`src/rtl/external_bus_interface.sv`:
```
// -----------------------------------------------------------------------------
// external_bus_interface
//
// Registered bus interface between the CPU internal dataflow and external
// memory. A request seen in IDLE captures the address, write byte and
// direction, then one memory access runs with a memAck handshake and any
// number of wait states. Read data is latched and handed back to the core.
// A one-cycle cpuReady strobe marks completion.
//
// Optional feature macro: BUS_TIMEOUT_EN
//   defined   : a wait counter forces completion after TIMEOUT_CYCLES access
//               cycles without memAck. Forced reads return TIMEOUT_DATA and
//               set the sticky busError flag.
//   undefined : ACCESS waits indefinitely for memAck, and busError is 0.
//
// Ports:
//   clk, nrst             clock (rising edge), async active-low reset
//   cpuAddrLow/High [7:0] address bytes from the core
//   cpuWriteData    [7:0] write byte from the core
//   cpuReadNotWrite       1 = read, 0 = write
//   cpuCycleRequest       access request, sampled only in IDLE
//   cpuReadData     [7:0] last completed read byte
//   cpuReady              one-cycle completion strobe
//   memAddress     [15:0] registered {high, low} address
//   memWriteData    [7:0] registered write byte
//   memReadEnable         read strobe, held for the whole access
//   memWriteEnable        write strobe, held for the whole access
//   memAck                memory completes the access
//   memReadData     [7:0] memory read byte, valid with memAck
//   busError              sticky timeout indicator
// -----------------------------------------------------------------------------
module external_bus_interface #(
    parameter int         TIMEOUT_CYCLES = 16,
    parameter logic [7:0] TIMEOUT_DATA   = 8'hFF
) (
    input  logic        clk,
    input  logic        nrst,
    input  logic [7:0]  cpuAddrLow,
    input  logic [7:0]  cpuAddrHigh,
    input  logic [7:0]  cpuWriteData,
    input  logic        cpuReadNotWrite,
    input  logic        cpuCycleRequest,
    output logic [7:0]  cpuReadData,
    output logic        cpuReady,
    output logic [15:0] memAddress,
    output logic [7:0]  memWriteData,
    output logic        memReadEnable,
    output logic        memWriteEnable,
    input  logic        memAck,
    input  logic [7:0]  memReadData,
    output logic        busError
);

    typedef enum logic {
        IDLE,
        ACCESS
    } state_t;

    state_t      state_q, state_d;
    logic [15:0] addr_q, addr_d;
    logic [7:0]  wdata_q, wdata_d;
    logic [7:0]  rdata_q, rdata_d;
    logic        is_read_q, is_read_d;
    logic        ren_q, ren_d;
    logic        wen_q, wen_d;
    logic        ready_q, ready_d;

`ifdef BUS_TIMEOUT_EN
    logic [7:0]  wait_cnt_q, wait_cnt_d;
    logic        err_q, err_d;
`endif

    // All state resets asynchronously, so an access in flight drops its
    // enables the moment nrst falls and never produces a cpuReady.
    always_ff @(posedge clk or negedge nrst) begin
        if (!nrst) begin
            state_q    <= IDLE;
            addr_q     <= '0;
            wdata_q    <= '0;
            rdata_q    <= '0;
            is_read_q  <= 1'b0;
            ren_q      <= 1'b0;
            wen_q      <= 1'b0;
            ready_q    <= 1'b0;
`ifdef BUS_TIMEOUT_EN
            wait_cnt_q <= '0;
            err_q      <= 1'b0;
`endif
        end else begin
            state_q    <= state_d;
            addr_q     <= addr_d;
            wdata_q    <= wdata_d;
            rdata_q    <= rdata_d;
            is_read_q  <= is_read_d;
            ren_q      <= ren_d;
            wen_q      <= wen_d;
            ready_q    <= ready_d;
`ifdef BUS_TIMEOUT_EN
            wait_cnt_q <= wait_cnt_d;
            err_q      <= err_d;
`endif
        end
    end

    always_comb begin
        state_d    = state_q;
        addr_d     = addr_q;
        wdata_d    = wdata_q;
        rdata_d    = rdata_q;
        is_read_d  = is_read_q;
        ren_d      = ren_q;
        wen_d      = wen_q;
        ready_d    = 1'b0;
`ifdef BUS_TIMEOUT_EN
        wait_cnt_d = wait_cnt_q;
        err_d      = err_q;
`endif

        unique case (state_q)
            IDLE: begin
                // memAck is deliberately ignored here; only a request matters.
                if (cpuCycleRequest) begin
                    addr_d     = {cpuAddrHigh, cpuAddrLow};
                    wdata_d    = cpuWriteData;
                    is_read_d  = cpuReadNotWrite;
                    ren_d      = cpuReadNotWrite;
                    wen_d      = ~cpuReadNotWrite;
                    state_d    = ACCESS;
`ifdef BUS_TIMEOUT_EN
                    wait_cnt_d = '0;
`endif
                end
            end

            ACCESS: begin
                // memAck takes priority over the timeout when both coincide.
                if (memAck) begin
                    ren_d   = 1'b0;
                    wen_d   = 1'b0;
                    ready_d = 1'b1;
                    state_d = IDLE;
                    if (is_read_q) begin
                        rdata_d = memReadData;
                    end
`ifdef BUS_TIMEOUT_EN
                end else if (wait_cnt_q == 8'(TIMEOUT_CYCLES - 1)) begin
                    ren_d   = 1'b0;
                    wen_d   = 1'b0;
                    ready_d = 1'b1;
                    err_d   = 1'b1;
                    state_d = IDLE;
                    if (is_read_q) begin
                        rdata_d = TIMEOUT_DATA;
                    end
                end else begin
                    wait_cnt_d = wait_cnt_q + 8'd1;
`endif
                end
            end

            default: state_d = IDLE;
        endcase
    end

    assign cpuReadData    = rdata_q;
    assign cpuReady       = ready_q;
    assign memAddress     = addr_q;
    assign memWriteData   = wdata_q;
    assign memReadEnable  = ren_q;
    assign memWriteEnable = wen_q;

`ifdef BUS_TIMEOUT_EN
    assign busError = err_q;
`else
    // The timeout parameters have no function without the counter.
    logic [15:0] unused_timeout_cfg;
    assign unused_timeout_cfg = {TIMEOUT_DATA, 8'(TIMEOUT_CYCLES)};
    assign busError = 1'b0;
`endif

endmodule

```
`config.mk`:
```
export PLATFORM = sky130hd
export DESIGN_NAME = external_bus_interface
export DESIGN_NICKNAME = d
export VERILOG_FILES = /design/src/rtl/external_bus_interface.sv
export SDC_FILE = /design/constraint.sdc
export NUM_CORES = 1
export LEC_CHECK = 0
export CORE_MARGIN = 2
export CORE_UTILIZATION = 36
export DETAILED_ROUTE_END_ITERATION = 12
export GPL_ROUTABILITY_DRIVEN = 0
export GPL_TIMING_DRIVEN = 1
export PLACE_DENSITY = 0.77
export REMOVE_ABC_BUFFERS = 1
export SLEW_MARGIN = 15
export SYNTH_ARGS = -nofsm -noshare
export SYNTH_HDL_FRONTEND = slang
export SYNTH_SLANG_ARGS = --single-unit
```
`constraint.sdc`:
```
create_clock -name clk -period 1.2 [get_ports clk]
set_clock_uncertainty 0.05 [all_clocks]
set_input_delay 0.12 -clock clk [delete_from_list [all_inputs] [get_ports clk]]
set_output_delay 0.12 -clock clk [all_outputs]
set_load 0.01 [all_outputs]
```
==> run metrics, run 1 <==
status=complete, but fails checks; failing checks=setup timing; placed cell area=0.00227 sq mm; cell taking the most area after synthesis=dfrtp_1; Critical Path Fanout Max=5; final hold violation count=0; global router's overall resource usage=0.153; ordered cell list for the critical path=nor2b_4 -> buf_12 -> clkbuf_16 -> mux2_4; io pins=73; detailed-routing iteration count for the pre-antenna-repair pass=2; diode insertion count for antenna repair=0; post-synthesis instance area=0.00152 sq mm; fin crit period=1.32 ns; fmax=758 MHz; die height=69.0 um; number of buffers inserted during clock tree synthesis=5; WP data required=1.32 ns; final count of negative-setup-slack endpoints=30; biggest area contributors in the synthesized netlist=dfrtp_1 (61%), mux2_4 (19%), mux2_2 (10%); share of the synthesized area in the top cell type=0.610; worst-case vdd ir drop=1.12 mV; routed length per placed instance=16.9 um; CTS clk-pin slew, worst paths=0.07 ns; syn avg cell area=17.5 sq um; # H-tree levels=2; Worst-Skew Late Latency=0.28 ns; Placed Cells incl. Taps=208; setup slack, reg-to-reg=-0.12 ns; Power Density=1640 mW/mm^2; most common library cell in the layout ignoring fill and taps=dfrtp_1; flop and latch count out of synthesis=37; number of global-route vias before repair=1073; fraction of the yosys area taken by sequential cells=0.610; Crit path depth=4; worst endpoint data arrival time=1.43 ns; initial antenna violation count=0; Row Count=23; FF-to-FF Start=state_q; count of clock tree sinks=37; setup repair after global routing missed its margin=yes; capture point of the worst reg-to-reg path=memAddress[14]; Final Non-Filler Cells=220; path category of the worst min-delay check=in -> async; total non-filler cell area in the finished layout=0.00247 sq mm; Critical Path Slowest Stage Cell=dfrtp_1; worst setup path endpoint=memAddress[14]; final setup slack of the worst path=-0.119 ns; endpoint class of the critical path=flip-flop; Worst path top cell family by delay=flip-flops; leakage power of the design=1.19 nW; final worst path period share=1.10; Vias per Instance=4.59; number of buffers and inverters on the critical path=2; number of I/O port buffers=71; Final Max Slew Viols=0; Post-route DRC=0; fin util=0.614; DIE AREA=0.00475 sq mm; DRC violation total after the first TritonRoute iteration=49; Bufs on Longest Clock Path=2; routed vias=1010; root buffer cell=clkbuf_8; classification of the worst setup path=reg -> reg; cell depth of the worst flop-to-flop path=4; Warnings, synthesis=0; worst hold-check slack=0.362 ns; # Max-Cap Violations=0; area inside the core boundary=0.00403 sq mm; fill cell total of the finished layout=321; detailed-placement wirelength estimate=2.46 mm; share of post-route cells with drive strength above 1=0.306; effective utilization at floorplan=0.377; pre-CTS WS=-0.329 ns; biggest cell delay along the critical path=0.43 ns; Startpoint Class=flip-flop; first-pass GRT wire length=5.13 mm; total global routing overflow=0; count of different cell masters after synthesis=16; Die Span X=69.0 um; Mapped Cells=87; largest net degree at the start of global routing=38; launch point of the critical path=state_q; final wirelength=3.72 mm; post-layout net count=208; highest-count cells in the layout ignoring fill and taps=dfrtp_1 (37), clkdlybuf4s50_1 (35), dlygate4sd2_1 (35); Area Growth Syn to Fin=62.8%; CTS tree=done; number of nets with antenna violations after detailed routing=0
## synth_stat cells
cell     count
and2_4       1
buf_12       2
buf_4        1
buf_6        1
conb_1       1
dfrtp_1     37
inv_1        1
mux2_2      14
mux2_4      19
mux2i_1      2
nand2_1      2
nand2_4      1
nor2b_1      1
nor2b_4      1
o21ai_0      2
or2_1        1
## sequential cells by signal, summed over array words and instances, names as in the netlist
name / flops
memAddress: 16
state_q: 1
memWriteData: 8
cpuReady: 1
cpuReadData: 8
is_read_q: 1
memWriteEnable: 1
memReadEnable: 1
## cells by family (layout without fill, tap and decap cells)
kind of cell           Yosys count  in the layout  share of synthesized area
other                            1              1                    0.00247
AOI/OAI and AO/OA                2              2                    0.00659
buffers and inverters            5             88                     0.0412
DFF                             37             37                      0.610
and+or+nand+nor                  7              7                     0.0354
muxes                           35             35                      0.305
## worst register-to-register path, cell delays in order, from the launching register on
cell	delay (ns)
dfrtp_1	0.43
nor2b_4	0.14
buf_12	0.14
clkbuf_16	0.15
mux2_4	0.29
## routing by layer
metal	GRT usage	vias up	part of all wire
li1	-	459	-
met5	0	-	0
met4	0.0588	0	0.015
met1	0.176	505	0.39
met3	0.0406	5	0.060
met2	0.272	41	0.53
## how the worst min path moves through the flow
stage / from / end / cells past startpoint
after floorplan: nrst / cpuReadData[0] / 0
after global placement: nrst / cpuReady / 2
after detailed placement: nrst / memAddress[4] / 2
after CTS: nrst / memAddress[4] / 3
after global routing: nrst / cpuReadData[4] / 3
final: nrst / cpuReady / 3
## layout make-up
class / count / area, sq um / share of cell area
Multi-Input combinational cell: 45 / 592 / 0.239
Sequential cell: 37 / 926 / 0.374
Inverter: 1 / 3.75 / 0.00152
Clock inverter: 1 / 5.00 / 0.00202
Timing Repair Buffer: 81 / 816 / 0.330
Tap cell: 50 / 62.6 / 0.0253
Clock buffer: 5 / 68.8 / 0.0278
## through the flow
stage / total power (W) / setup TNS, ns
floorplan: 0.00239 / -8.77
global placement: 0.00326 / -7.96
detailed placement: 0.00332 / -9.00
CTS: 0.00398 / -2.46
global route: 0.00429 / -3.13
finish: 0.00405 / -2.54
## report_power, final
part	internal (W)	total, W	switching [W]
combinational	0.000948	0.00149	0.000542
sequential	0.00158	0.00178	0.000201
clock	0.000382	0.000782	0.000401
total	0.00291	0.00405	0.00114
## repair_timing
action	4_1_cts	5_1_grt
cloned	0	3
hold buffers	1	0
gates resized for setup	45	8
buffers inserted	0	2
endpoints found under the hold margin	37	0
setup endpoints to repair	68	33
pin swaps	1	1
No activity file was read; power rests on OpenSTA's default activity.
==> run 2: changes to the inputs <==
- CELL_PAD_IN_SITES_DETAIL_PLACEMENT: default -> 1
- CELL_PAD_IN_SITES_GLOBAL_PLACEMENT: default -> 2
- CORE_UTILIZATION: 36 -> 23
- PLACE_DENSITY: 0.77 -> 0.76
==> run 2 against run 1 <==
Against the previous run: the run still ends with setup timing left; first-iteration DRC count is 31% lower; cell count up 12%; routed wire length shrank 2.3%; critical path depth is the same; clock power rose by 21%; sequential cell count unchanged; largest power group unchanged; die area increased by 53%; via count decreased by 3.2%; sequential power is essentially flat.
==> run metrics, run 2 (synthesis results as in run 1) <==
status=complete, but fails checks; failing checks=setup timing; Largest register FFs=16; first-pass GRT wire length=5.84 mm; Bufs on Longest Clock Path=2; Die Span X=85.3 um; Final Non-Filler Cells=247; setup TNS=-3.44 ns; WP data required=1.31 ns; Worst path top cell family by delay=flip-flops; Worst-Skew Late Latency=0.28 ns; fraction of met3 tracks used by global routing=0.0428; Startpoint Class=flip-flop; final setup slack of the worst path=-0.123 ns; effective utilization at floorplan=0.238; met1 track utilization from global routing=0.127; global router's overall resource usage=0.103; detailed-placement wirelength estimate=2.49 mm; Vias per Instance=3.96; setup repair after global routing missed its margin=yes; worst hold-check slack=0.282 ns; initial antenna violation count=0; routed vias=978; number of I/O port buffers=71; ordered cell list for the critical path=buf_4 -> and2_4 -> nand2_8 -> mux2_4; final worst path period share=1.10; root buffer cell=clkbuf_8; diode insertion count for antenna repair=0; Row Count=29; Top Usage Layer GRT=met2; Critical Path Fanout Max=8; fmax=756 MHz; # Max-Cap Violations=0; FF-to-FF Start=state_q; endpoint class of the critical path=flip-flop; number of buffers inserted during clock tree synthesis=5; number of buffers and inverters on the critical path=1; routed length per placed instance=14.7 um; Power Density=1670 mW/mm^2; Area Growth Syn to Fin=62.8%; total global routing overflow=0; cell depth of the worst flop-to-flop path=4; share of post-route cells with drive strength above 1=0.312; number of nets with antenna violations after detailed routing=0; Critical Path Slowest Stage Cell=dfrtp_2; fin crit period=1.32 ns; worst-case vdd ir drop=0.714 mV; biggest cell delay along the critical path=0.43 ns; area inside the core boundary=0.00639 sq mm; Total Power Consumption=0.00413 W; DIE AREA=0.00727 sq mm; # H-tree levels=2; CTS clk-pin slew, worst paths=0.07 ns; capture point of the worst reg-to-reg path=cpuReadData[2]; worst endpoint data arrival time=1.44 ns; final hold violation count=0; path category of the worst min-delay check=in -> async; pre-CTS WS=-0.350 ns; Post-route DRC=0; leakage power of the design=1.17 nW; final count of negative-setup-slack endpoints=33; met2 usage in global routing=0.169; count of clock tree sinks=37; Placed Cells incl. Taps=234; final wirelength=3.63 mm; DRC violation total after the first TritonRoute iteration=34; setup slack, reg-to-reg=-0.12 ns; number of global-route vias before repair=1129; die height=85.3 um; detailed-routing iteration count for the pre-antenna-repair pass=3; CTS tree=done; largest net degree at the start of global routing=38; classification of the worst setup path=reg -> reg; highest-count cells in the layout ignoring fill and taps=dfrtp_1 (36), clkdlybuf4s50_1 (35), dlygate4sd2_1 (35); Final Max Slew Viols=0; post-layout net count=206; io pins=73; most common library cell in the layout ignoring fill and taps=dfrtp_1
==> run 2: cell types whose count changed in the layout (fill, tap and decap cells not counted), sizes merged <==
cell / previous run / this run
clkbuf: 7 / 8
buf: 8 / 7
==> run 2: final cells by class <==
type,count,area (sq um)
Clock buffer,7,96.3
Clock inverter,1,5.00
Fill cell,678,3910
Inverter,1,3.75
Multi-Input combinational cell,45,577
Sequential cell,37,927
Tap cell,77,96.3
Timing Repair Buffer,79,767
==> run 2: where the power goes <==
part / total (W) / internal (W) / switching (W)
logic: 0.00140 / 0.000899 / 0.000506
clock network: 0.000947 / 0.000519 / 0.000427
registers: 0.00178 / 0.00158 / 0.000198
total: 0.00413 / 0.00300 / 0.00113
==> run 2: what timing repair did <==
action,CTS,global route
hold buffers,1,0
endpoints found under the setup margin,68,33
resized for setup,45,2
endpoints found under the hold margin,37,0
cloned,0,1
setup buffers,1,2
==> run 2: how the worst max path moves through the flow <==
| stage | end | startpoint | cells after the start |
|---|---|---|---|
| 6_report | cpuReadData[2] | state_q | 4 |
| 5_1_grt | memWriteData[5] | state_q | 3 |
| 4_1_cts | memWriteData[6] | state_q | 3 |
| 3_5_place_dp | memAddress[0] | cpuCycleRequest | 4 |
| 3_3_place_gp | memAddress[1] | cpuCycleRequest | 4 |
| 2_1_floorplan | is_read_q | state_q | 2 |
==> run 2: metrics by stage <==
stage           util  area [sq um]
5_1_grt        0.387          2470
3_5_place_dp   0.362          2310
3_3_place_gp   0.362          2310
4_1_cts        0.380          2430
6_report       0.387          2470
2_1_floorplan      -          1460
==> run 2: worst register-to-register path, delay by kind of cell (launching register included) <==
family	cells	cell delay, ns
mux	1	0.31
buf+inv	1	0.15
simple gates	2	0.27
flops	1	0.43
==> run 2: layer usage <==
| layer | routed length [um] | share of wire |
|---|---|---|
| met1 | 1560 | 0.43 |
| met2 | 1770 | 0.49 |
| met3 | 300 | 0.083 |
| met4 | 6 | 0.0017 |
| met5 | 0 | 0 |
==> run 3: changes to the inputs <==
- CORE_MARGIN: 2 -> 4
==> run 3 against run 2 <==
Against the previous run: sequential power about the same; count of clock-buffer cells in the layout unchanged; die area increased by 9.6%; critical endpoint is now memAddress[14]; the run still ends with setup timing left; worst setup slack got worse by 0.0093 ns; routed wire length increased by 10%; clock power increased by 16%; global-route usage increased by 0.38 points.
==> run metrics, run 3 (synthesis results as in run 1) <==
status=complete, but fails checks; failing checks=setup timing; diode insertion count for antenna repair=0; first-pass GRT wire length=6.26 mm; Placed Cells incl. Taps=235; portion of total power attributed to combinational logic=0.339; placed cell area=0.00232 sq mm; fmax=751 MHz; Final Max Slew Viols=0; final wirelength=4.01 mm; setup repair after global routing missed its margin=yes; CTS tree=done; endpoint class of the critical path=flip-flop; sequential power share=0.408; post-layout net count=211; worst hold-check slack=0.286 ns; number of global-route vias before repair=1216; final setup slack of the worst path=-0.132 ns; number of buffers inserted during clock tree synthesis=5; net switching power=0.00116 W; Vias per Instance=4.06; detailed-routing iteration count for the pre-antenna-repair pass=2; Power Density=1700 mW/mm^2; Die Span X=89.3 um; share of post-route cells with drive strength above 1=0.326; fill cell total of the finished layout=684; total global routing overflow=0; CTS clk-pin slew, worst paths=0.07 ns; count of clock tree sinks=37; largest net degree at the start of global routing=38; final count of negative-setup-slack endpoints=34; fin crit period=1.33 ns; number of buffers and inverters on the critical path=2; DIE AREA=0.00797 sq mm; detailed-placement wirelength estimate=2.80 mm; WP data required=1.32 ns; path category of the worst min-delay check=in -> async; Final Non-Filler Cells=252; global router's overall resource usage=0.107; # H-tree levels=2; Bufs on Longest Clock Path=2; effective utilization at floorplan=0.238; biggest cell delay along the critical path=0.41 ns; Critical Path Slowest Stage Cell=dfrtp_1; worst endpoint data arrival time=1.45 ns; routed vias=1023; io pins=73; Area Growth Syn to Fin=68.3%; area inside the core boundary=0.00639 sq mm; root buffer cell=clkbuf_8; final hold violation count=0; Startpoint Class=flip-flop; Largest register FFs=16; ordered cell list for the critical path=nor2b_4 -> buf_4 -> buf_16 -> mux2_4; most common library cell in the layout ignoring fill and taps=dfrtp_1; highest-count cells in the layout ignoring fill and taps=dfrtp_1 (37), clkdlybuf4s50_1 (35), dlygate4sd2_1 (35); number of nets with antenna violations after detailed routing=0; Row Count=29; clock group share of total power=0.253; # Max-Cap Violations=0; number of I/O port buffers=71; Critical Path Fanout Max=6; Worst-Skew Late Latency=0.28 ns; DRC violation total after the first TritonRoute iteration=11; Post-route DRC=0; worst-case vdd ir drop=0.681 mV; internal power=0.00320 W; die height=89.3 um; routed length per placed instance=15.9 um; total non-filler cell area in the finished layout=0.00256 sq mm; leakage power of the design=1.21 nW; Sw Ratio=0.266; final worst path period share=1.11; initial antenna violation count=0; classification of the worst setup path=reg -> reg; Worst path top cell family by delay=flip-flops
[run 3: cell count changes in the layout (fill, tap and decap cells not counted), moves of 2 or more]
| cell | before | now |
|---|---|---|
| buf_4 | 4 | 6 |
| mux2_4 | 29 | 27 |
| mux2_2 | 4 | 6 |
| buf_6 | 0 | 2 |
| buf_16 | 0 | 3 |
[run 3: area by class of cell]
| class | count | area, sq um | area share |
|---|---|---|---|
| Sequential cell | 37 | 926 | 0.362 |
| Timing Repair Buffer | 84 | 842 | 0.329 |
| Multi-Input combinational cell | 45 | 572 | 0.224 |
| Tap cell | 77 | 96.3 | 0.0377 |
| Clock buffer | 7 | 86.3 | 0.0338 |
| Clock inverter | 1 | 30.0 | 0.0117 |
| Inverter | 1 | 3.75 | 0.00147 |
[run 3: final timing paths]
path / slack, ns / cells past startpoint / endpoint / startpoint
max in group asynchronous: 0.63 / 3 / memWriteEnable / nrst
worst max-delay path: -0.13 / 4 / memAddress[14] / state_q
min in group clk: 0.40 / 2 / memAddress[11] / cpuAddrHigh[3]
worst min-delay path: 0.29 / 3 / memWriteData[0] / nrst
worst max register to register: -0.13 / 4 / memAddress[14] / state_q
worst min register to register: 0.46 / 1 / memAddress[3] / memAddress[3]
[run 3: what timing repair did]
action | in CTS | in global routing
endpoints found under the hold margin | 37 | 0
hold buffers | 1 | 0
setup buffers | 4 | 2
setup endpoints to repair | 68 | 37
pin swaps | 0 | 0
resized for setup | 44 | 7
cloned | 3 | 0
[run 3: metal layers]
metal	vias up	share of wire	global-route usage
met1	500	0.38	0.121
met5	-	0	0
met2	49	0.52	0.180
li1	469	-	-
met3	5	0.090	0.0498
met4	0	0.0090	0.0325
[run 3: power by group through the flow]
stage                     combinational (W)  clock [W]  sequential [W]
final                               0.00148    0.00110         0.00178
after global routing                0.00158    0.00122         0.00182
after CTS                           0.00147    0.00116         0.00178
after detailed placement            0.00154          0         0.00180
after global placement              0.00151          0         0.00178
after floorplan                    0.000463          0         0.00193
[run 3: through the flow]
step | worst slack [ns] | TNS [ns] | util | total power (W)
2_1_floorplan | -0.388 | -8.77 | - | 0.00239
3_5_place_dp | -0.358 | -9.65 | 0.363 | 0.00335
6_report | -0.132 | -3.40 | 0.400 | 0.00436
3_3_place_gp | -0.335 | -9.17 | 0.363 | 0.00329
4_1_cts | -0.144 | -3.92 | 0.398 | 0.00441
5_1_grt | -0.207 | -5.46 | 0.400 | 0.00462
[run 3: worst min-delay path, delay by kind of cell]
family                 cells  cell delay [ns]
buffers and inverters      3             0.86
